`config.mk`:
```
export PLATFORM = sky130hd
export DESIGN_NAME = led_strip_tx_flat
export DESIGN_NICKNAME = d
export VERILOG_FILES = /design/src/rtl/led_strip_tx_pkg.sv /design/src/rtl/led_strip_tx_if.sv /design/src/rtl/led_strip_tx_bit_encoder.sv /design/src/rtl/led_strip_tx.sv /design/src/flat_wrapper.sv
export SDC_FILE = /design/constraint.sdc
export NUM_CORES = 1
export LEC_CHECK = 0
export BUFFER_PORTS_ARGS = -buffer_cell sky130_fd_sc_hd__buf_2
export CORE_MARGIN = 2
export CORE_UTILIZATION = 50
export CTS_CLUSTER_DIAMETER = 200
export CTS_CLUSTER_SIZE = 28
export DETAILED_ROUTE_END_ITERATION = 10
export PLACE_DENSITY = 0.74
export SLEW_MARGIN = 20
export SYNTH_ARGS = -nofsm -noshare
export SYNTH_HDL_FRONTEND = slang
export SYNTH_HIERARCHICAL = 1
export SYNTH_SLANG_ARGS = --single-unit
```
`constraint.sdc`:
```
create_clock -name clk -period 7.4 [get_ports clk]
set_input_delay 1.48 -clock clk [delete_from_list [all_inputs] [get_ports clk]]
set_output_delay 1.48 -clock clk [all_outputs]
set_load 0.01 [all_outputs]
```
`src/rtl/led_strip_tx_pkg.sv`:
```
// ---------------------------------------------------------------------------
// led_strip_tx_pkg
// Shared types and constants for the LED strip transmitter.
//   color_t        : 24-bit colour, [23:16]=R, [15:8]=G, [7:0]=B
//   R/G/B_MSB      : channel offsets inside a color_t
//   state_t, ST_*  : top-level FSM encoding (IDLE, PREP, SEND, LATCH)
//   to_grb()       : reorders an RGB colour into the on-wire GRB word
// ---------------------------------------------------------------------------
package led_strip_tx_pkg;

    typedef logic [23:0] color_t;

    localparam int R_MSB = 23;
    localparam int G_MSB = 15;
    localparam int B_MSB = 7;

    typedef logic [1:0] state_t;

    localparam state_t ST_IDLE  = 2'd0;
    localparam state_t ST_PREP  = 2'd1;
    localparam state_t ST_SEND  = 2'd2;
    localparam state_t ST_LATCH = 2'd3;

    // The strip expects green first, then red, then blue, MSB first.
    function automatic color_t to_grb(input color_t c);
        return {c[G_MSB -: 8], c[R_MSB -: 8], c[B_MSB -: 8]};
    endfunction

endpackage

```
`src/rtl/led_strip_tx_if.sv`:
```
// ---------------------------------------------------------------------------
// led_strip_tx_if
// Frame request / status bundle between the visualizer and led_strip_tx.
//   rgb        : per-bin colour
//   LEDCounts  : per-bin LED count
//   start      : frame request
//   ledData    : serial line to the strip
//   busy       : frame in progress
//   done       : one-cycle end-of-frame pulse
//   dbg_state  : transmitter FSM state, for observation only
//
// Handshake: start is sampled on each rising clk edge while busy=0; the edge
// that sees start=1 accepts the frame, captures rgb/LEDCounts and raises busy
// from the next cycle on. start is ignored while busy=1. done pulses for one
// cycle with busy still high; busy drops on the following edge, and from that
// edge on a new start is accepted.
// ---------------------------------------------------------------------------
interface led_strip_tx_if #(
    parameter int LEDS    = 50,
    parameter int BIN_QTY = 12
);
    localparam int CW = $clog2(LEDS);

    logic [BIN_QTY-1:0][23:0]   rgb;
    logic [BIN_QTY-1:0][CW-1:0] LEDCounts;
    logic                       start;
    logic                       ledData;
    logic                       busy;
    logic                       done;
    logic [1:0]                 dbg_state;

    modport master (
        output rgb, LEDCounts, start,
        input  ledData, busy, done, dbg_state
    );

    modport slave (
        input  rgb, LEDCounts, start,
        output ledData, busy, done, dbg_state
    );
endinterface

```
`src/rtl/led_strip_tx_bit_encoder.sv`:
```
// ---------------------------------------------------------------------------
// ws2812_bit_encoder
// Serialises one 24-bit word, MSB first, as WS2812 pulses: each bit lasts
// TBIT cycles, high for T1H (bit=1) or T0H (bit=0) cycles, then low.
//   clk, rst     : clock, synchronous active-high reset
//   i_load       : accept i_word (honoured when idle or in the last cycle)
//   i_word       : word to send, bit 23 first
//   o_data       : serial output
//   o_word_done  : high during the final cycle of the current word
// ---------------------------------------------------------------------------
module ws2812_bit_encoder
    import led_strip_tx_pkg::*;
#(
    parameter int TBIT = 13,
    parameter int T0H  = 4,
    parameter int T1H  = 8
) (
    input  logic   clk,
    input  logic   rst,
    input  logic   i_load,
    input  color_t i_word,
    output logic   o_data,
    output logic   o_word_done
);
    localparam int CW = $clog2(TBIT);
    localparam logic [CW-1:0] CNT_LAST = CW'(TBIT - 1);
    localparam logic [CW-1:0] HIGH_0   = CW'(T0H);
    localparam logic [CW-1:0] HIGH_1   = CW'(T1H);

    color_t        r_shift;
    logic [CW-1:0] r_cnt;
    logic [4:0]    r_idx;
    logic          r_active;
    logic          w_bit_end;
    logic          w_last;

    assign w_bit_end   = r_active && (r_cnt == CNT_LAST);
    assign w_last      = w_bit_end && (r_idx == 5'd0);
    assign o_word_done = w_last;
    assign o_data      = r_active && (r_cnt < (r_shift[23] ? HIGH_1 : HIGH_0));

    always_ff @(posedge clk) begin
        if (rst) begin
            r_shift  <= '0;
            r_cnt    <= '0;
            r_idx    <= 5'd0;
            r_active <= 1'b0;
        end else if (i_load && (!r_active || w_last)) begin
            // Reloading in the last cycle keeps consecutive words gap-free.
            r_shift  <= i_word;
            r_cnt    <= '0;
            r_idx    <= 5'd23;
            r_active <= 1'b1;
        end else if (r_active) begin
            if (w_bit_end) begin
                r_cnt <= '0;
                if (r_idx == 5'd0) begin
                    r_active <= 1'b0;
                end else begin
                    r_idx   <= r_idx - 5'd1;
                    r_shift <= {r_shift[22:0], 1'b0};
                end
            end else begin
                r_cnt <= r_cnt + CW'(1);
            end
        end
    end
endmodule

```
`src/rtl/led_strip_tx.sv`:
```
// ---------------------------------------------------------------------------
// led_strip_tx
// Expands one visualizer frame (per-bin colour + per-bin LED count) into a
// LEDS-long pixel stream, sends it on a WS2812 one-wire line, then holds the
// line low for RESET_CYCLES before pulsing done.
//   clk, rst : clock, synchronous active-high reset
//   bus      : led_strip_tx_if slave (rgb, LEDCounts, start in;
//              ledData, busy, done, dbg_state out)
// ---------------------------------------------------------------------------
module led_strip_tx
    import led_strip_tx_pkg::*;
#(
    parameter int LEDS         = 50,
    parameter int BIN_QTY      = 12,
    parameter int TBIT         = 13,
    parameter int T0H          = 4,
    parameter int T1H          = 8,
    parameter int RESET_CYCLES = 600
) (
    input  logic          clk,
    input  logic          rst,
    led_strip_tx_if.slave bus
);
    localparam int CW = $clog2(LEDS);
    localparam int BW = $clog2(BIN_QTY + 1);
    localparam int LW = $clog2(RESET_CYCLES);
    localparam logic [BW-1:0] BIN_END  = BW'(BIN_QTY);
    localparam logic [CW-1:0] LED_LAST = CW'(LEDS - 1);
    localparam logic [LW-1:0] LAT_LAST = LW'(RESET_CYCLES - 1);

    // The background bin walk must finish within one pixel time.
    if (24 * TBIT <= BIN_QTY + 2) begin : g_bad_tbit
        $error("TBIT too small to walk all bins within one pixel");
    end
    if (!(T0H > 0 && T0H < T1H && T1H < TBIT)) begin : g_bad_timing
        $error("bit timing requires 0 < T0H < T1H < TBIT");
    end

    state_t                     r_state;
    logic [BIN_QTY-1:0][23:0]   r_rgb_sh;
    logic [BIN_QTY-1:0][CW-1:0] r_cnt_sh;
    logic [BW-1:0]              r_bin;    // bin feeding the next pixel
    logic [CW-1:0]              r_rem;    // pixels left in r_bin
    color_t                     r_color;  // next pixel, GRB order
    logic                       r_seek;   // background walk in progress
    logic                       r_load;   // first-pixel load strobe
    logic                       r_done;
    logic [CW-1:0]              r_led;
    logic [LW-1:0]              r_lat;

    color_t        w_sel_rgb;
    logic [CW-1:0] w_sel_cnt;
    logic          w_seeking;
    logic          w_load;
    logic          w_word_done;
    logic          w_data;

    // Selected bin; r_bin == BIN_END reads as black with zero count.
    always_comb begin
        w_sel_rgb = '0;
        w_sel_cnt = '0;
        for (int i = 0; i < BIN_QTY; i++) begin
            if (r_bin == BW'(i)) begin
                w_sel_rgb = r_rgb_sh[i];
                w_sel_cnt = r_cnt_sh[i];
            end
        end
    end

    assign w_seeking = (r_state == ST_PREP) || r_seek;
    assign w_load    = r_load || (w_word_done && (r_led != LED_LAST));

    ws2812_bit_encoder #(
        .TBIT (TBIT),
        .T0H  (T0H),
        .T1H  (T1H)
    ) u_enc (
        .clk         (clk),
        .rst         (rst),
        .i_load      (w_load),
        .i_word      (r_color),
        .o_data      (w_data),
        .o_word_done (w_word_done)
    );

    always_ff @(posedge clk) begin
        if (rst) begin
            r_state  <= ST_IDLE;
            r_rgb_sh <= '0;
            r_cnt_sh <= '0;
            r_bin    <= '0;
            r_rem    <= '0;
            r_color  <= '0;
            r_seek   <= 1'b0;
            r_load   <= 1'b0;
            r_done   <= 1'b0;
            r_led    <= '0;
            r_lat    <= '0;
        end else begin
            r_load <= 1'b0;
            case (r_state)
                ST_IDLE: begin
                    if (bus.start) begin
                        r_rgb_sh <= bus.rgb;
                        r_cnt_sh <= bus.LEDCounts;
                        r_bin    <= '0;
                        r_rem    <= '0;
                        r_color  <= '0;
                        r_seek   <= 1'b0;
                        r_led    <= '0;
                        r_lat    <= '0;
                        r_state  <= ST_PREP;
                    end
                end
                ST_PREP, ST_SEND: begin
                    if (w_load) begin
                        // The encoder just took r_color: consume one LED of
                        // the current bin, and start walking when it empties.
                        if (r_bin != BIN_END) begin
                            if (r_rem == CW'(1)) begin
                                r_bin  <= r_bin + BW'(1);
                                r_seek <= 1'b1;
                            end else begin
                                r_rem <= r_rem - CW'(1);
                            end
                        end
                    end else if (w_seeking) begin
                        if ((r_bin == BIN_END) || (w_sel_cnt != '0)) begin
                            r_color <= to_grb(w_sel_rgb);
                            r_rem   <= w_sel_cnt;
                            r_seek  <= 1'b0;
                            if (r_state == ST_PREP) begin
                                r_load  <= 1'b1;
                                r_state <= ST_SEND;
                            end
                        end else begin
                            r_bin <= r_bin + BW'(1);
                        end
                    end
                    if (w_word_done) begin
                        if (r_led == LED_LAST) begin
                            r_lat   <= '0;
                            r_state <= ST_LATCH;
                        end else begin
                            r_led <= r_led + CW'(1);
                        end
                    end
                end
                ST_LATCH: begin
                    if (r_done) begin
                        r_done  <= 1'b0;
                        r_state <= ST_IDLE;
                    end else if (r_lat == LAT_LAST) begin
                        r_done <= 1'b1;
                    end else begin
                        r_lat <= r_lat + LW'(1);
                    end
                end
                default: r_state <= ST_IDLE;
            endcase
        end
    end

    assign bus.ledData   = w_data;
    assign bus.busy      = (r_state != ST_IDLE);
    assign bus.done      = r_done;
    assign bus.dbg_state = r_state;
endmodule

```
`src/flat_wrapper.sv`:
```
// flat-port wrapper written by rule: the top's interface ports become plain ports
module led_strip_tx_flat import led_strip_tx_pkg::*;
#(
    parameter int LEDS         = 50,
    parameter int BIN_QTY      = 12,
    parameter int TBIT         = 13,
    parameter int T0H          = 4,
    parameter int T1H          = 8,
    parameter int RESET_CYCLES = 600
)
  (clk, rst, bus_rgb, bus_LEDCounts, bus_start, bus_ledData, bus_busy, bus_done, bus_dbg_state);
  led_strip_tx_if #(.LEDS(LEDS), .BIN_QTY(BIN_QTY)) bus_i ();
  input  logic clk;
  input  logic rst;
  input wire logic [$bits(bus_i.rgb)-1:0] bus_rgb;
  input wire logic [$bits(bus_i.LEDCounts)-1:0] bus_LEDCounts;
  input wire logic [$bits(bus_i.start)-1:0] bus_start;
  output wire logic [$bits(bus_i.ledData)-1:0] bus_ledData;
  output wire logic [$bits(bus_i.busy)-1:0] bus_busy;
  output wire logic [$bits(bus_i.done)-1:0] bus_done;
  output wire logic [$bits(bus_i.dbg_state)-1:0] bus_dbg_state;
  assign bus_i.rgb = bus_rgb;
  assign bus_i.LEDCounts = bus_LEDCounts;
  assign bus_i.start = bus_start;
  assign bus_ledData = bus_i.ledData;
  assign bus_busy = bus_i.busy;
  assign bus_done = bus_i.done;
  assign bus_dbg_state = bus_i.dbg_state;
  led_strip_tx #(.LEDS(LEDS), .BIN_QTY(BIN_QTY), .TBIT(TBIT), .T0H(T0H), .T1H(T1H), .RESET_CYCLES(RESET_CYCLES)) u_core (.clk(clk), .rst(rst), .bus(bus_i));
endmodule
```
==> out/metrics.cfg, run 1 <==
[worst_setup_path]
cp.required_ns = 7.82
cpLargestDelayFamily = compound AO/OA/AOI/OAI gates
critPathBufInv = 0
cp-start-kind = flop
slowest_delay_ns = 0.87
cpMaxStageDelayCell = o32a_1
worstPathCellList = nand2b_1 > a211oi_1 > a21oi_1 > a2bb2oi_1 > nor2_1 > a21oi_2 > o32a_1 > o22ai_1
crit_arrival_ns = 4.68
path_max_fanout = 24
end_kind = flop
crit_type = reg -> reg

[finish]
drive_gt1_frac = 0.163
area_growth_pct = 12.8
final_core_util = 0.569
final_nets = 3114

[logic_synthesis]
synth_edf_count = 0
synth_ff_type = dfxtp_1
post_synth_num_cell_types = 78
synth-seq-area-share = 0.464
ys_top_cells_by_area = dfxtp_1 (46%), nand2_1 (15%), a21oi_1 (10%), clkbuf_1 (3.3%), nor2_1 (2.8%)
synth_seq_cells = 449
async_reset_ff_frac = 0
syn_nets = 2907
synthesis.area_sq_mm = 0.0194
yosys.area.top_type_share = 0.464
post-synth-top-area-cell = dfxtp_1
synth_warnings = 6
avgSynthCellArea_sq_um = 7.67
synthCells = 2527

[clock_network]
cts_resized = 0
cts_buffers = 20
clock_path_buffers = 3
clk_pin_slew_ns = 0.12
cts_max_level = 1
cts_setup_buffers = 0
cts_tree = done
clock_latency_ns = 0.58
cts-hold-fix-buffers = 0
cts_sinks = 449
cts-root-buf = clkbuf_16

[grt]
grt_pass1_wl_um = 97600
grt_max_degree = 216
grt-ovfl-total = 0
antenna_found_initial = 3
grt_pass1_vias = 17800
grt.total_usage = 0.301

[power_and_ir_drop]
p_leak_uw = 0.00847
pwr_density_cell_mw_per_mm2 = 219
irDropWorstVdd_mv = 0.194

[placement]
gp_congestion = 0.925
io_buffer_count = 367
pre_cts_ws_ns = 3.18
place_hpwl_um = 45400

[sta]
fin_crit_sh = 0.575
skew_ns = 0.0333
fin_tns_setup_ns = 0
drv_slew = 0
hold_viol_final = 0
relSlewSlack = 0.248
min_period_ns = 4.25
max_freq_ghz = 0.235
fin_ws_ns = 3.15
rsz0062_at_grt = no
setup_viol = 0
fin_hold_ws_ns = 0.460
tightest_slew_ns = 1.13

[detailed_routing]
drt_iter0_markers = 1637
viasPerCell = 5.79
antenna_left = 0
routed_wl_um = 63100
first_pass_iters = 8
avgRoutedWirePerCell_um = 19.4
drcViolationCount = 0
via_count = 18800

[min_path]
min_path_type = reg -> reg

[floorplanning]
dieArea_sq_mm = 0.0404
die_w_um = 201
fp.dieH_um = 201
num_io_pins = 368
coreArea_sq_mm = 0.0385
initial_core_util = 0.504
row_count = 72

[run_status]
status = complete, no violations

[flow_run]
max_cap_viol_count = 0

-- through the flow --
stage	power, uW	std cells	cell area (sq um)
final	4790	3256	21900
after global routing	4990	3256	21900
after CTS	4800	3251	21800
after detailed placement	3530	3228	21200
after global placement	3510	3227	21200
after floorplan	3240	2527	19400
-- kinds of logic after synthesis --
logic type	synth area share
AND/OR/NAND/NOR	0.224
AO/OA/AOI/OAI	0.236
buffers and inverters	0.0558
XOR/XNOR	0.00768
flip-flops	0.464
adder cells (fa/ha/maj)	0.0110
multiplexers	0.00206
-- sequential cells by signal, indices dropped and copies added (netlist names), 5 cells and up --
name                  cells
u_core/r_cnt_sh          72
u_core/r_color           24
u_core/r_lat             10
u_core/r_led              6
u_core/r_rem              6
u_core/r_rgb_sh         288
u_core/u_enc/r_idx        5
u_core/u_enc/r_shift     24
-- tightest hold or removal path, delay by kind of cell, from the launching register on --
kind	cells	cell delay, ns
AOI/OAI and AO/OA	1	0.05
DFF	1	0.32
and+or+nand+nor	1	0.05
-- report_power, final --
group | switching [uW] | total, uW | internal [uW]
combinational | 530 | 819 | 289
clock | 784 | 1290 | 507
sequential | 99.3 | 2680 | 2580
-- Yosys cell counts, types with 6 or more instances --
cell,count
nand2_1,773
dfxtp_1,449
a21oi_1,403
clkbuf_1,172
nor2_1,145
inv_1,60
nor3_1,58
a221oi_1,56
o21ai_0,40
a211oi_1,31
a22oi_1,28
a311oi_1,26
o22ai_1,26
o41a_1,24
buf_2,19
o221a_1,19
ha_1,17
nand3_1,13
xor2_1,13
nor2b_1,11
nand2b_1,8
a221o_1,7
and2_1,7
buf_6,7
nand3b_1,6
o221a_2,6
-- worst paths after layout --
check	endpoint	slack, ns	cells past startpoint	start
setup / recovery	u_core/r_color[22]$_SDFFE_PP0P_	3.15	8	u_core/r_bin[3]$_SDFFE_PP0P_
hold / removal	u_core/r_rgb_sh[163]$_SDFFE_PP0P_	0.46	2	u_core/r_rgb_sh[163]$_SDFFE_PP0P_
setup reg to reg	u_core/r_color[22]$_SDFFE_PP0P_	3.15	8	u_core/r_bin[3]$_SDFFE_PP0P_
hold reg to reg	u_core/r_rgb_sh[163]$_SDFFE_PP0P_	0.46	2	u_core/r_rgb_sh[163]$_SDFFE_PP0P_
-- area by class of cell --
| type | instances | area, sq um |
|---|---|---|
| Multi-Input combinational cell | 1813 | 9380 |
| Inverter | 61 | 229 |
| Sequential cell | 449 | 8990 |
| Fill cell | 3625 | 16600 |
| Tap cell | 518 | 648 |
| Clock inverter | 2 | 60.1 |
| Antenna cell | 3 | 7.51 |
| Clock buffer | 21 | 504 |
| Timing Repair Buffer | 389 | 2060 |
-- placed cells by master (no fill, tap or decap), types with 28 or more instances in the layout --
master and instances:
a221oi_1 56, nor3_1 58, a21oi_1 403, a22oi_1 28, nor2_1 141, o21ai_0 39
a211oi_1 31, dfxtp_1 449, nand2_1 772, inv_1 60, buf_2 366
-- layer usage --
metal  GRT usage  vias to the layer above  routed length, um
met5           0                        -                  0
met4       0.114                        0               2560
met3      0.0297                      107               3850
met2       0.518                      755              30800
met1       0.392                     8916              25900
li1            -                     9058                  -
Note: power is estimated with default switching activity, not from simulation.
==> run 2, diff against run 1 <==
Settings changed: PLACE_DENSITY 0.74 to 0.77.
Clock period 7.4 ns to 3.8 ns, I/O delays scaled along.
==> run 2 against run 1 <==
Net effect: routed wire length is 5.2% higher; sequential power is 95% higher; die area did not move; combinational power grew 100%; critical endpoint is now u_core/r_rem[1]$_SDFFE_PP0P_; largest cell class unchanged; largest power group unchanged.
==> out/metrics.cfg, run 2 (synthesis results as in run 1) <==
[clock_network]
clock_latency_ns = 0.58  ; about the same
cts_setup_buffers = 0  ; unchanged
cts_tree = done
clk_pin_slew_ns = 0.11  ; about the same
cts_buffers = 20  ; unchanged
cts-root-buf = clkbuf_16
cts_max_level = 1  ; unchanged
clock_path_buffers = 3  ; unchanged
cts_sinks = 449  ; unchanged

[finish]
final_area_sq_mm = 0.0221  ; +1.0%
most-common-layout-cells = nand2_1 (772), dfxtp_1 (449), a21oi_1 (403)
reg_top3 = u_core/r_rgb_sh x288, u_core/r_cnt_sh x72
drive_gt1_frac = 0.171  ; +0.00764
area_growth_pct = 14.0
top_register = u_core/r_rgb_sh
largest_reg_flops = 288  ; unchanged
n_fill_cell = 3592  ; -0.91%
fin_cells = 3277  ; +0.64%
multi_input_area_sq_mm = 0.00938  ; unchanged
seq_area_sq_mm = 0.00899  ; unchanged
final_nets = 3138  ; +0.77%
final_core_util = 0.575  ; +0.00595
antenna_cells = 0  ; -3
mostFrequentLayoutCell = nand2_1

[min_path]
min_path_type = in -> reg

[worst_setup_path]
cp.required_ns = 4.25  ; -3.57 ns
crit_arrival_ns = 3.95  ; -0.73 ns
cp-start-kind = flop
end_kind = flop
crit_type = reg -> reg
path_max_fanout = 11  ; -54%
reg2reg_slack_ns = 0.30  ; -2.84 ns

[placement]
io_buffer_count = 367  ; unchanged
post_dp_cell_area_sq_mm = 0.0215  ; +1.3%
pre_cts_ws_ns = 0.327  ; -2.85 ns
dpl.cell_count = 3254  ; +0.81%
place_hpwl_um = 48400  ; +6.7%
gp_congestion = 0.896  ; -3.1%

[floorplanning]
num_io_pins = 368  ; unchanged
initial_core_util = 0.504  ; unchanged
coreArea_sq_mm = 0.0385  ; unchanged
row_count = 72  ; unchanged
dieArea_sq_mm = 0.0404  ; unchanged
die_w_um = 201  ; unchanged
fp.dieH_um = 201  ; unchanged

[power_and_ir_drop]
pwr_density_cell_mw_per_mm2 = 425  ; +94%
p_sw_frac = 0.298  ; +0.00281
p_comb_frac = 0.175  ; +0.004
netSwitchingPower_uw = 2800  ; +98%
p_leak_uw = 0.00861  ; +1.7%
irDropWorstVdd_mv = 0.322  ; +66%
internal_power_uw = 6600  ; +95%
p_clk_frac = 0.269  ; about the same
seqPwrFrac = 0.556  ; -0.003

[sta]
fin_ws_ns = 0.303  ; -2.84 ns
setup_viol = 0  ; unchanged
min_period_ns = 3.50  ; -0.757 ns
fin_crit_sh = 0.920  ; +0.345
fin_tns_setup_ns = 0  ; unchanged
rsz0062_at_grt = no
max_freq_ghz = 0.286  ; +22%
hold_viol_final = 0  ; unchanged
relSlewSlack = 0.335  ; +0.0874
skew_ns = 0.0310  ; -0.00222 ns
tightest_slew_ns = 0.996  ; -0.129 ns
drv_slew = 0  ; unchanged

[grt]
grt_max_degree = 142  ; -34%
grt_pass1_wl_um = 102000  ; +4.7%
grt-ovfl-total = 0  ; unchanged
antenna_found_initial = 0  ; -3
grt.total_usage = 0.317  ; +0.0153
grt_pass1_vias = 18600  ; +4.5%

[detailed_routing]
drt_iter0_markers = 2053  ; +25%
via_count = 19200  ; +1.8%
routed_wl_um = 66400  ; +5.2%
drcViolationCount = 0  ; unchanged
antenna_left = 0  ; unchanged
avgRoutedWirePerCell_um = 20.3  ; +4.5%
first_pass_iters = 6  ; -2
viasPerCell = 5.85  ; +1.1%

[flow_run]
max_cap_viol_count = 0  ; unchanged

[run_status]
status = complete, no violations

-- run 2: cell type report --
cell class | count | share of cell area
multi-input cells | 1813 | 0.424
flip-flops and latches | 449 | 0.407
repair buffers | 413 | 0.104
well taps | 518 | 0.0293
clock buffers | 21 | 0.0228
inverters | 61 | 0.0104
clock inverters | 2 | 0.00272
-- run 2: repair_timing --
action	in CTS	in global routing
setup endpoints to repair	0	4
gates resized for setup	0	1
hold buffers	0	0
-- run 2: worst max-delay path, cell delays in order, from the launching register on --
cell	delay [ns]
dfxtp_1	0.36
inv_1	0.07
ha_1	0.22
or4b_4	0.52
nor2_1	0.17
o21ai_0	0.17
nor2b_1	0.26
inv_1	0.34
mux2i_1	0.19
a21oi_1	0.41
o21a_1	0.20
a211oi_2	0.07
a221o_1	0.39
-- run 2: worst paths after layout --
kind	startpoint	end	cells after the start
worst min register to register	u_core/r_rgb_sh[163]$_SDFFE_PP0P_	u_core/r_rgb_sh[163]$_SDFFE_PP0P_	2
worst min-delay path	bus_rgb[52]	u_core/r_rgb_sh[52]$_SDFFE_PP0P_	3
worst max register to register	u_core/u_enc/r_idx[0]$_SDFFE_PP0P_	u_core/r_rem[1]$_SDFFE_PP0P_	12
worst max-delay path	u_core/u_enc/r_idx[0]$_SDFFE_PP0P_	u_core/r_rem[1]$_SDFFE_PP0P_	12
-- run 2: metal layers --
metal / vias to the layer above / track usage / part of all wire
li1: 9092 / - / -
met1: 9104 / 0.407 / 0.41
met2: 827 / 0.544 / 0.48
met3: 144 / 0.0271 / 0.062
met4: 0 / 0.137 / 0.047
met5: - / 0 / 0
-- run 2: per-stage QoR --
stage / hold WS [ns] / power (uW)
after floorplan: 0.429 / 6300
after global placement: 0.441 / 6890
after detailed placement: 0.445 / 6940
after CTS: 0.394 / 9400
after global routing: 0.404 / 9780
final: 0.404 / 9400
-- run 2: power by group through the flow --
| stage | sequential (uW) | combinational (uW) | clock [uW] |
|---|---|---|---|
| finish | 5230 | 1650 | 2520 |
| global route | 5260 | 1810 | 2720 |
| CTS | 5220 | 1620 | 2560 |
| detailed placement | 5330 | 1610 | 0 |
| global placement | 5320 | 1580 | 0 |
| floorplan | 5250 | 1050 | 0 |
